==> config.mk <==
export PLATFORM = sky130hd
export DESIGN_NAME = q2_alu_seq
export DESIGN_NICKNAME = d
export VERILOG_FILES = /design/src/rtl/q2_alu_seq_pkg.sv /design/src/rtl/q2_alu_seq_shreg.sv /design/src/rtl/q2_alu_seq.sv
export SDC_FILE = /design/constraint.sdc
export NUM_CORES = 1
export LEC_CHECK = 0
export ABC_AREA = 1
export ABC_CLOCK_PERIOD_IN_PS = 3650
export BUFFER_PORTS_ARGS = -buffer_cell sky130_fd_sc_hd__buf_4
export CORE_MARGIN = 4
export CORE_UTILIZATION = 45
export CTS_CLUSTER_SIZE = 14
export DETAILED_ROUTE_END_ITERATION = 8
export PLACE_DENSITY = 0.69
export SYNTH_ARGS = -nofsm -noshare
export SYNTH_HDL_FRONTEND = slang
export SYNTH_SLANG_ARGS = --single-unit
==> constraint.sdc <==
create_clock -name clk -period 3.65 [get_ports clk]
set_input_delay 0.365 -clock clk [delete_from_list [all_inputs] [get_ports clk]]
set_output_delay 0.365 -clock clk [all_outputs]
set_load 0.05 [all_outputs]
==> src/rtl/q2_alu_seq_pkg.sv <==
// Shared opcodes, FSM states and initial-flag rule for the q2 serial ALU sequencer.
package q2_alu_seq_pkg;

  localparam logic [1:0] OP_LOAD = 2'b00;
  localparam logic [1:0] OP_NOR  = 2'b01;
  localparam logic [1:0] OP_ADD  = 2'b10;
  localparam logic [1:0] OP_SHR  = 2'b11;

  typedef enum logic [1:0] {
    IDLE = 2'd0,
    RUN  = 2'd1,
    DONE = 2'd2
  } state_t;

  // LOAD/NOR start the zero-detect chain at 1; ADD seeds the carry; SHR starts clear.
  function automatic logic init_flag(input logic [1:0] op, input logic carry_in);
    case (op)
      OP_LOAD, OP_NOR: init_flag = 1'b1;
      OP_ADD:          init_flag = carry_in;
      default:         init_flag = 1'b0;
    endcase
  endfunction

endpackage

==> src/rtl/q2_alu_seq_shreg.sv <==
// WIDTH-bit parallel-load, shift-right register with serial input at the MSB.
module q2_alu_seq_shreg #(
  parameter int WIDTH = 12
) (
  input  logic             clk,
  input  logic             rst,
  input  logic             load,
  input  logic             shift,
  input  logic [WIDTH-1:0] d,
  input  logic             sin,
  output logic [WIDTH-1:0] q
);

  always_ff @(posedge clk) begin
    if (rst)        q <= '0;
    else if (load)  q <= d;
    else if (shift) q <= {sin, q[WIDTH-1:1]};
  end

endmodule

==> src/rtl/q2_alu_seq.sv <==
// Word-level sequencer feeding the q2 1-bit ALU slice LSB-first for WIDTH cycles.
// Optional abort input is enabled by defining Q2_ALU_SEQ_ABORT_EN.
module q2_alu_seq
  import q2_alu_seq_pkg::*;
#(
  parameter int WIDTH = 12
) (
  input  logic             clk,
  input  logic             rst,
  input  logic             start,
  input  logic [1:0]       op,
  input  logic [WIDTH-1:0] a_in,
  input  logic [WIDTH-1:0] x_in,
  input  logic             carry_in,
`ifdef Q2_ALU_SEQ_ABORT_EN
  input  logic             abort,
`endif
  output logic             busy,
  output logic             done,
  output logic [WIDTH-1:0] result,
  output logic             flag_out,
  output logic             alu_a0,
  output logic             alu_x0,
  output logic             alu_x1,
  output logic             alu_f,
  output logic             alu_op3,
  output logic             alu_op4,
  input  logic             alu_out,
  input  logic             alu_cout
);

  localparam int CW = $clog2(WIDTH);
  localparam logic [CW-1:0] LAST = CW'(WIDTH - 1);

  state_t           state, state_next;
  logic [CW-1:0]    count;
  logic [1:0]       op_q;
  logic             cin_q, f_q, shr_bit;
  logic [WIDTH-1:0] a_q, x_q;
  logic             running, accept, last_bit, abort_hit;
  logic             unused_x_hi;

  assign running  = (state == RUN);
  assign accept   = start && (state != RUN);
  assign last_bit = running && (count == LAST);
  assign busy     = running;
  assign done     = (state == DONE);

`ifdef Q2_ALU_SEQ_ABORT_EN
  assign abort_hit = running && abort;
`else
  assign abort_hit = 1'b0;
`endif

  // Only the two low X bits reach the slice; the rest merely carry operand bits down.
  assign unused_x_hi = ^x_q[WIDTH-1:2];

  q2_alu_seq_shreg #(.WIDTH(WIDTH)) a_reg (
    .clk(clk), .rst(rst), .load(accept), .shift(running),
    .d(a_in), .sin(alu_out), .q(a_q)
  );

  q2_alu_seq_shreg #(.WIDTH(WIDTH)) x_reg (
    .clk(clk), .rst(rst), .load(accept), .shift(running),
    .d(x_in), .sin(1'b0), .q(x_q)
  );

  always_ff @(posedge clk) begin
    if (rst) state <= IDLE;
    else     state <= state_next;
  end

  always_comb begin
    state_next = state;
    case (state)
      IDLE: if (start) state_next = RUN;
      RUN: begin
        if (abort_hit)          state_next = IDLE;
        else if (count == LAST) state_next = DONE;
      end
      DONE:    state_next = start ? RUN : IDLE;
      default: state_next = IDLE;
    endcase
  end

  always_comb begin
    alu_a0  = 1'b0;
    alu_x0  = 1'b0;
    alu_x1  = 1'b0;
    alu_f   = 1'b0;
    alu_op3 = 1'b0;
    alu_op4 = 1'b0;
    if (running) begin
      alu_a0  = a_q[0];
      alu_x0  = x_q[0];
      alu_x1  = (count == LAST) ? cin_q : x_q[1];
      alu_f   = f_q;
      alu_op3 = op_q[0];
      alu_op4 = op_q[1];
    end
  end

  // SHR reports the bit shifted out at bit 0, so it is kept apart from the running flag.
  always_ff @(posedge clk) begin
    if (rst) begin
      count    <= '0;
      op_q     <= OP_LOAD;
      cin_q    <= 1'b0;
      f_q      <= 1'b0;
      shr_bit  <= 1'b0;
      result   <= '0;
      flag_out <= 1'b0;
    end else if (accept) begin
      count <= '0;
      op_q  <= op;
      cin_q <= carry_in;
      f_q   <= init_flag(op, carry_in);
    end else if (running) begin
      count <= count + 1'b1;
      f_q   <= alu_cout;
      if (count == '0) shr_bit <= alu_cout;
      if (last_bit && !abort_hit) begin
        result   <= {alu_out, a_q[WIDTH-1:1]};
        flag_out <= (op_q == OP_SHR) ? shr_bit : alu_cout;
      end
    end
  end

endmodule
# Yosys cells after proc, flatten, opt, wreduce, memory -nomap -nowiden
# Cells that the tools add are included.
# totals
register_bits	48
input_bits	32
output_inout_bits	21
elab_cells	51
# classes
addsub	1
eq_ne	9
mux	19
bitwise_logic	1
reduce_logical	11
# ops
op	count
12-bit two-way mux	4
1-bit two-way mux	11
2-bit equality test, second input constant	3
2-bit one-hot mux with 3 select lines	1
3-bit AND reduction	2
4-bit by 1-bit adder with 4-bit output, second input constant	1
2-bit by 1-bit equality test with 1-bit output, second input constant	2
4-bit equality test, second input constant	1
2-bit logical NOT	2
4-bit logical NOT	1
2-bit two-way mux	2
2-bit by 1-bit != test with 1-bit output, second input constant	2
2-bit OR reduction	2
1-bit logical AND	2
2-bit != test, second input constant	1
1-bit one-hot mux with 2 select lines	1
2-bit AND reduction	1
2-bit nonzero test	1
1-bit NOT	1

# Depth between registers and ports, before layout
# Gate-level depths: netlist of run 1.
# depth
depth_word	4
ltp_mapped	7
depth_no_buf	6

# By module
# From an unflattened synthesis of run 1, not the netlist that was laid out.
# hier_totals
hier_cells	345
area_unflattened_um2	2334.7
# by_module_without_submodules
module	instances	cells_each	area_per_inst_um2	seq_area_each_um2
q2_alu_seq_shreg	2	101	653.1	240.2
q2_alu_seq	1	143	1028.5	480.5

# Least setup slack after synthesis of run 1
# OpenSTA, ideal clock, no wires.
# synth_path
path_kind	reg2out
startpoint	register count[0]
endpoint	output alu_x1
arrival_ns	1.407
required_ns	3.285
slack_ns	1.878
path_stages_with_launch	7
n_path_buf	1
cell_sequence	dfxtp_1 ha_1 nand3_2 nor2_4 buf_6 nand2_1 nand2_1
# synth_between
elab_chain_cells	3
# synth_rtl
item	line_no	source
start, declared	q2_alu_seq.sv:36	logic [CW-1:0] count;
start signal, assigned	q2_alu_seq.sv:119	count <= count + 1'b1;
4-bit equality test	q2_alu_seq.sv:96	alu_x1 = (count == LAST) ? cin_q : x_q[1];
1-bit two-way mux	q2_alu_seq.sv:96	
1-bit two-way mux	q2_alu_seq.sv:93	if (running) begin
end, declared	q2_alu_seq.sv:24	output logic alu_x1,
# Every way passes these cells.

# Worst setup path in the final report of run 1
# layout_path
startpoint	register state[0]
endpoint	output alu_x1
# layout_between
elab_chain_cells	2
# layout_rtl
item	line_no	source
start, declared	q2_alu_seq.sv:35	state_t state, state_next;
start signal, assigned	q2_alu_seq.sv:70	else state <= state_next;
2-bit by 1-bit equality test with 1-bit output	q2_alu_seq.sv:43	assign running = (state == RUN);
1-bit two-way mux	q2_alu_seq.sv:93	
# Every way passes these cells.

==> impl_metrics.tcl, run 1 <==
set metrics [dict create \
    yosysWarningCount 0 \
    wl_per_cell_um 11.77 \
    grt_pass1_wl_um 8804 \
    tns_ns 0 \
    clk_pin_slew_ns 0.08 \
    via_per_inst 4.961 \
    r2r-end "flag_out$_SDFFE_PP0P_" \
    r2r_cells 5 \
    worstPathRequired_ns 3.28 \
    num_io_pins 53 \
    grt-ovfl-total 0 \
    layout_min_cycle_time_ns 2.205 \
    drc 0 \
    rsz0062_at_grt "false" \
    layout_setup_ws_ns 1.445 \
    crit_path_end_kind "output pin" \
    pwr_density_cell_nw_per_um2 384.0 \
    ctsHoldBuffers 0 \
    cp.arrival_ns 1.84 \
    critPathMaxFanout 62 \
    numPortBuffers 52 \
    yosysUniqueCellTypes 22 \
    antenna_found_initial 0 \
    dieArea_um2 6334 \
    die_y_um 79.59 \
    clockBufferDepth 2 \
    syn-num-nets 363 \
    fin_crit_sh_pct 60.42 \
    grt_pass1_vias 1913 \
    tightest_slew_ns 0.7814 \
    fillerInstances 489 \
    hold_violations 0 \
    initial_core_util_pct 47.56 \
    wirelength_um 5131 \
    yosysSeqAreaShare_pct 41.67 \
    gp_congestion 0.7953 \
    fin_nets 402 \
    clock.fmax_ghz 0.4535 \
    synth_area_leader_cell "dfxtp_1" \
    cts_sinks 48 \
    min-delay-start "rst" \
    synth.area.top_cells "dfxtp_1 42%, nand3_1 21%, nand2_1 13%, inv_1 5.7%, nor2_1 3.4%" \
    hp-class "in2reg" \
    htree_num_levels 2 \
    track_usage_pct 17.40 \
    startpoint_type "flip-flop" \
    skew_ns 0.004717 \
    syn-cell-area_um2 2306 \
    cts_made_buffers 5 \
    placement.setup.worst_slack_ns 1.748 \
    whs_path_depth 2 \
    area_growth_pct 18.56 \
    synth_cells 329 \
    root_buffer "clkbuf_8" \
    hold_path_end "x_reg.q[11]$_SDFFE_PP0P_" \
    num_vias 2163 \
    dpl.hpwl_um 3499 \
    coreArea_um2 4848 \
    synth-seq-cells 48 \
    max-cap-violations 0 \
    p_leak_nw 1.401 \
    worst_hold_slack_ns 0.2591 \
    slew_viol_final 0 \
    grt_max_degree 63 \
    cts_tree "yes" \
    std_cell_rows 25 \
    outcome "finished clean" \
    drtIter0Drc 117 \
    cts_resized 0 \
    crit_type "reg2out" \
    r2r-start "state[0]$_SDFFE_PP0P_" \
    fp.dieW_um 79.59 \
    ff2ff_setup_slack_ns 1.91 \
    design_power_total_mw 1.050 \
    postCtsSetupBuffers 0 \
    final-setup-viol-count 0 \
    ant_nets 0 \
    vdd_drop_max_uv 163.4 \
    drive_gt1_share_pct 19.78 \
    firstDrtPassIters 4 \
    maxSlewHeadroom_pct 47.78 \
    antenna_cells 0 \
    syn_avg_cell_area_um2 7.009 \
    synth_top_area_share_pct 41.67 \
    clk_latency_ns 0.31 \
]
## sequential cells by signal, indices dropped and copies added (netlist names)
name      count
a_reg.q      12
result       12
x_reg.q      12
count         4
op_q          2
state         2
cin_q         1
f_q           1
flag_out      1
shr_bit       1
## Yosys cell counts
library cell	n
dfxtp_1	48
nand4_1	1
buf_6	5
nand2_2	1
buf_4	4
inv_2	3
nand3_1	99
nand3_4	1
nor2_4	2
o21bai_1	1
o21ai_0	3
nand3_2	3
clkinv_1	1
nand2_1	79
a21oi_1	5
buf_2	12
inv_1	35
a21oi_2	1
nand2_4	1
ha_1	2
nor2_1	21
o22ai_1	1
## worst max-delay path, stage by stage, from the launching register on
cell     delay, ns
dfxtp_1       0.42
nand2_4       0.35
nor2_4        0.41
nand2_1       0.08
nand2_1       0.07
buf_4         0.19
## layout by cell type, fill, tap and decap left out, types with 2 or more instances in the layout
master,n
buf_4,53
a21oi_1,5
clkinv_2,2
nand2_1,79
nor2_1,21
nand3_1,99
ha_1,2
clkbuf_8,6
inv_2,3
nand3_2,3
dfxtp_1,48
nor2_4,2
o21ai_0,3
inv_1,35
## routing by layer
layer	part of all wire [%]	vias to the layer above	global-route usage (%)
li1	-	1127	-
met1	47	982	23.53
met2	47	48	27.38
met3	4.8	6	3.725
met4	1.4	0	5.842
met5	0	-	0
## final cells by class
cell class,count,area [um^2],area share [%]
clock buffers,6,82.58,3.021
repair buffers,53,397.9,14.55
inverters,39,146.4,5.355
multi-input cells,221,1052,38.49
flip-flops and latches,48,960.9,35.15
well taps,67,83.83,3.066
clock inverters,2,10.01,0.3661
## kinds of logic after synthesis
family | share of synthesized area [%]
flops | 41.67
compound gates | 2.713
buf+inv | 12.70
fa+ha+maj | 1.085
simple gates | 41.83
## how the worst max path moves through the flow
stage | start | to | slack (ns) | depth (start not counted)
3_3_place_gp | state[0]$_SDFFE_PP0P_ | alu_x1 | 1.78 | 5
6_report | state[0]$_SDFFE_PP0P_ | alu_x1 | 1.44 | 5
2_1_floorplan | count[0]$_SDFFE_PP0P_ | alu_x1 | 1.88 | 6
3_5_place_dp | state[0]$_SDFFE_PP0P_ | alu_x1 | 1.75 | 5
5_1_grt | state[0]$_SDFFE_PP0P_ | alu_x1 | 1.27 | 5
4_1_cts | state[0]$_SDFFE_PP0P_ | alu_x1 | 1.42 | 5
## report_power, final
part	switching [mW]	total [mW]	internal, mW
combinational	0.0943	0.152	0.0579
clock	0.182	0.333	0.151
sequential	0.0169	0.564	0.547
total	0.293	1.05	0.757
## metrics by stage
step / instances / cell area (um^2) / util (%)
CTS: 436 / 2734 / 56.39
global placement: 428 / 2641 / 54.48
detailed placement: 428 / 2641 / 54.48
global route: 436 / 2734 / 56.39
floorplan: 329 / 2306 / -
finish: 436 / 2734 / 56.39
Note: power is estimated with default switching activity, not from simulation.
==> inputs of run 2 (changes only) <==
--- a/config.mk
+++ b/config.mk
@@ -5,14 +5,14 @@
 export SDC_FILE = /design/constraint.sdc
 export NUM_CORES = 1
 export LEC_CHECK = 0
-export ABC_AREA = 1
-export ABC_CLOCK_PERIOD_IN_PS = 3650
+export ABC_AREA = 0
+export ABC_CLOCK_PERIOD_IN_PS = 2200
 export BUFFER_PORTS_ARGS = -buffer_cell sky130_fd_sc_hd__buf_4
 export CORE_MARGIN = 4
 export CORE_UTILIZATION = 45
 export CTS_CLUSTER_SIZE = 14
 export DETAILED_ROUTE_END_ITERATION = 8
-export PLACE_DENSITY = 0.69
+export PLACE_DENSITY = 0.7
 export SYNTH_ARGS = -nofsm -noshare
 export SYNTH_HDL_FRONTEND = slang
 export SYNTH_SLANG_ARGS = --single-unit
==> constraint.sdc (replaced) <==
create_clock -name clk -period 2.2 [get_ports clk]
set_input_delay 0.22 -clock clk [delete_from_list [all_inputs] [get_ports clk]]
set_output_delay 0.22 -clock clk [all_outputs]
set_load 0.05 [all_outputs]
==> impl_metrics.tcl, run 2 <==
set metrics [dict create \
    outcome "finished clean" \
    worst_hold_slack_ns 0.1525 \
    crit_type "reg2out" \
    layout_setup_ws_ns 0.3232 \
    area_growth_pct 22.39 \
    final-setup-viol-count 0 \
    critical-path-max-stage-delay_ns 0.40 \
    htree_num_levels 2 \
    synth_top_area_share_pct 46.97 \
    crit_chain "nand2b_4, inv_2, and2_1, buf_4" \
    hp-class "in2reg" \
    antenna_cells 0 \
    track_usage_pct 16.47 \
    dpl.hpwl_um 3033 \
    synthMostInstantiatedCell "dfxtp_1" \
    layout_commonest_cell "buf_4" \
    via_per_inst 5.351 \
    p_leak_nw 1.104 \
    layout.cells.non_filler 302 \
    root_buffer "clkbuf_8" \
    antenna_found_initial 0 \
    cts_sinks 48 \
    grt-ovfl-total 0 \
    tns_ns 0 \
    hold_violations 0 \
    firstDrtPassIters 4 \
    synth.area.top_cells "dfxtp_1 47%, mux2i_1 13%, a211oi_1 8.8%, a22o_1 5.1%, nor2_1 4.6%" \
    num_io_pins 53 \
    grt_max_degree 38 \
    fin_nets 283 \
    syn-num-nets 240 \
    drc 0 \
    most-common-layout-cells "54 x buf_4, 48 x dfxtp_1, 26 x mux2i_1" \
    yosysSeqAreaShare_pct 46.97 \
    post-place-cells 294 \
    std_cell_rows 24 \
    rsz0062_at_grt "false" \
    synth_area_leader_cell "dfxtp_1" \
    reg_top3 "a_reg.q: 12 flops, result: 12 flops, x_reg.q: 12 flops" \
    startpoint_type "flip-flop" \
    numPortBuffers 52 \
    pwr_density_cell_nw_per_um2 696.5 \
    ys_async_sr_fraction_pct 0 \
    critPathMaxFanout 29 \
    yosysUniqueCellTypes 33 \
    crit_path_end_kind "output pin" \
    ctsHoldBuffers 0 \
    slew_viol_final 0 \
    initial_core_util_pct 46.66 \
    die_y_um 75.43 \
    vdd_drop_max_uv 387.4 \
    max-cap-violations 0 \
    drive_gt1_share_pct 27.20 \
    clock.fmax_ghz 0.5328 \
    syn_avg_cell_area_um2 9.931 \
    cp_slowest_cell "dfxtp_1" \
    synth-seq-cells 48 \
    fin_area_um2 2504 \
    worstPathRequired_ns 1.98 \
    grt_pass1_wl_um 7148 \
    coreArea_um2 4384 \
    cts_tree "yes" \
    wirelength_um 4441 \
    placement.setup.worst_slack_ns 0.6487 \
    layout_min_cycle_time_ns 1.877 \
    clk_pin_slew_ns 0.09 \
    fillerInstances 420 \
    clk_latency_ns 0.30 \
    fin_crit_sh_pct 85.31 \
    placed_cell_area_um2 2410 \
    wl_per_cell_um 14.71 \
    cts_resized 0 \
    synth-edff-count 0 \
    grt_pass1_vias 1517 \
    syn-cell-area_um2 2046 \
    postCtsSetupBuffers 0 \
    ant_nets 0 \
    gp_congestion 0.7389 \
    yosysWarningCount 0 \
    cts_made_buffers 5 \
    clockBufferDepth 2 \
    synth_cells 206 \
    tightest_slew_ns 0.4899 \
    fp.dieW_um 75.43 \
    cp.arrival_ns 1.66 \
    drtIter0Drc 112 \
    dieArea_um2 5689 \
    num_vias 1616 \
    maxSlewHeadroom_pct 67.34 \
    synth_common_cells "48 x dfxtp_1, 26 x mux2i_1, 25 x nor2_1" \
    skew_ns 0.007191 \
    synth_ff_type "dfxtp_1" \
]
==> run 2: final cells by class <==
type | count | area, um^2 | share of cell area [%]
clock inverters | 1 | 7.507 | 0.2999
multi-input cells | 136 | 963.4 | 38.48
clock buffers | 7 | 86.33 | 3.448
flip-flops and latches | 48 | 960.9 | 38.38
repair buffers | 54 | 405.4 | 16.19
well taps | 52 | 65.06 | 2.599
inverters | 4 | 15.01 | 0.5997
==> run 2: worst paths after layout <==
check | start | to | slack (ns) | depth (start not counted)
min | alu_out | result[11]$_SDFFE_PP0P_ | 0.15 | 2
max | state[0]$_SDFFE_PP0P_ | alu_x0 | 0.32 | 4
min reg2reg | cin_q$_SDFFE_PP0P_ | cin_q$_SDFFE_PP0P_ | 0.48 | 2
max reg2reg | state[0]$_SDFFE_PP0P_ | result[2]$_SDFFE_PP0P_ | 0.68 | 4
==> run 2: critical path: cells and delay by family (launching register included) <==
| family | cells | cell delay [ns] |
|---|---|---|
| buffers and inverters | 2 | 0.54 |
| and+or+nand+nor | 2 | 0.41 |
| DFF | 1 | 0.40 |
==> run 2: through the flow <==
step	utilization [%]	total power [mW]
2_1_floorplan	-	1.147
3_3_place_gp	54.97	1.218
3_5_place_dp	54.97	1.223
4_1_cts	57.11	1.759
5_1_grt	57.11	1.830
6_report	57.11	1.744
==> run 2: layer usage <==
layer	vias to the layer above	wire [um]	track usage, %
li1	830	-	-
met1	757	2101	21.90
met2	24	2122	25.60
met3	5	169	5.145
met4	0	48	5.243
met5	-	0	0
==> run 2: logic make-up after synthesis <==
family / share of synthesized area [%]
flip-flops: 46.97
buffers and inverters: 5.932
AO/OA/AOI/OAI: 19.76
adder cells (fa/ha/maj): 1.223
AND/OR/NAND/NOR: 12.84
multiplexers: 13.27
==> run 2: where the power goes <==
part           switching, mW  leakage [nW]  internal (mW)
logic                  0.136         0.666          0.111
clock network          0.287        0.0445          0.256
registers             0.0338         0.394          0.920
total                  0.457          1.10           1.29
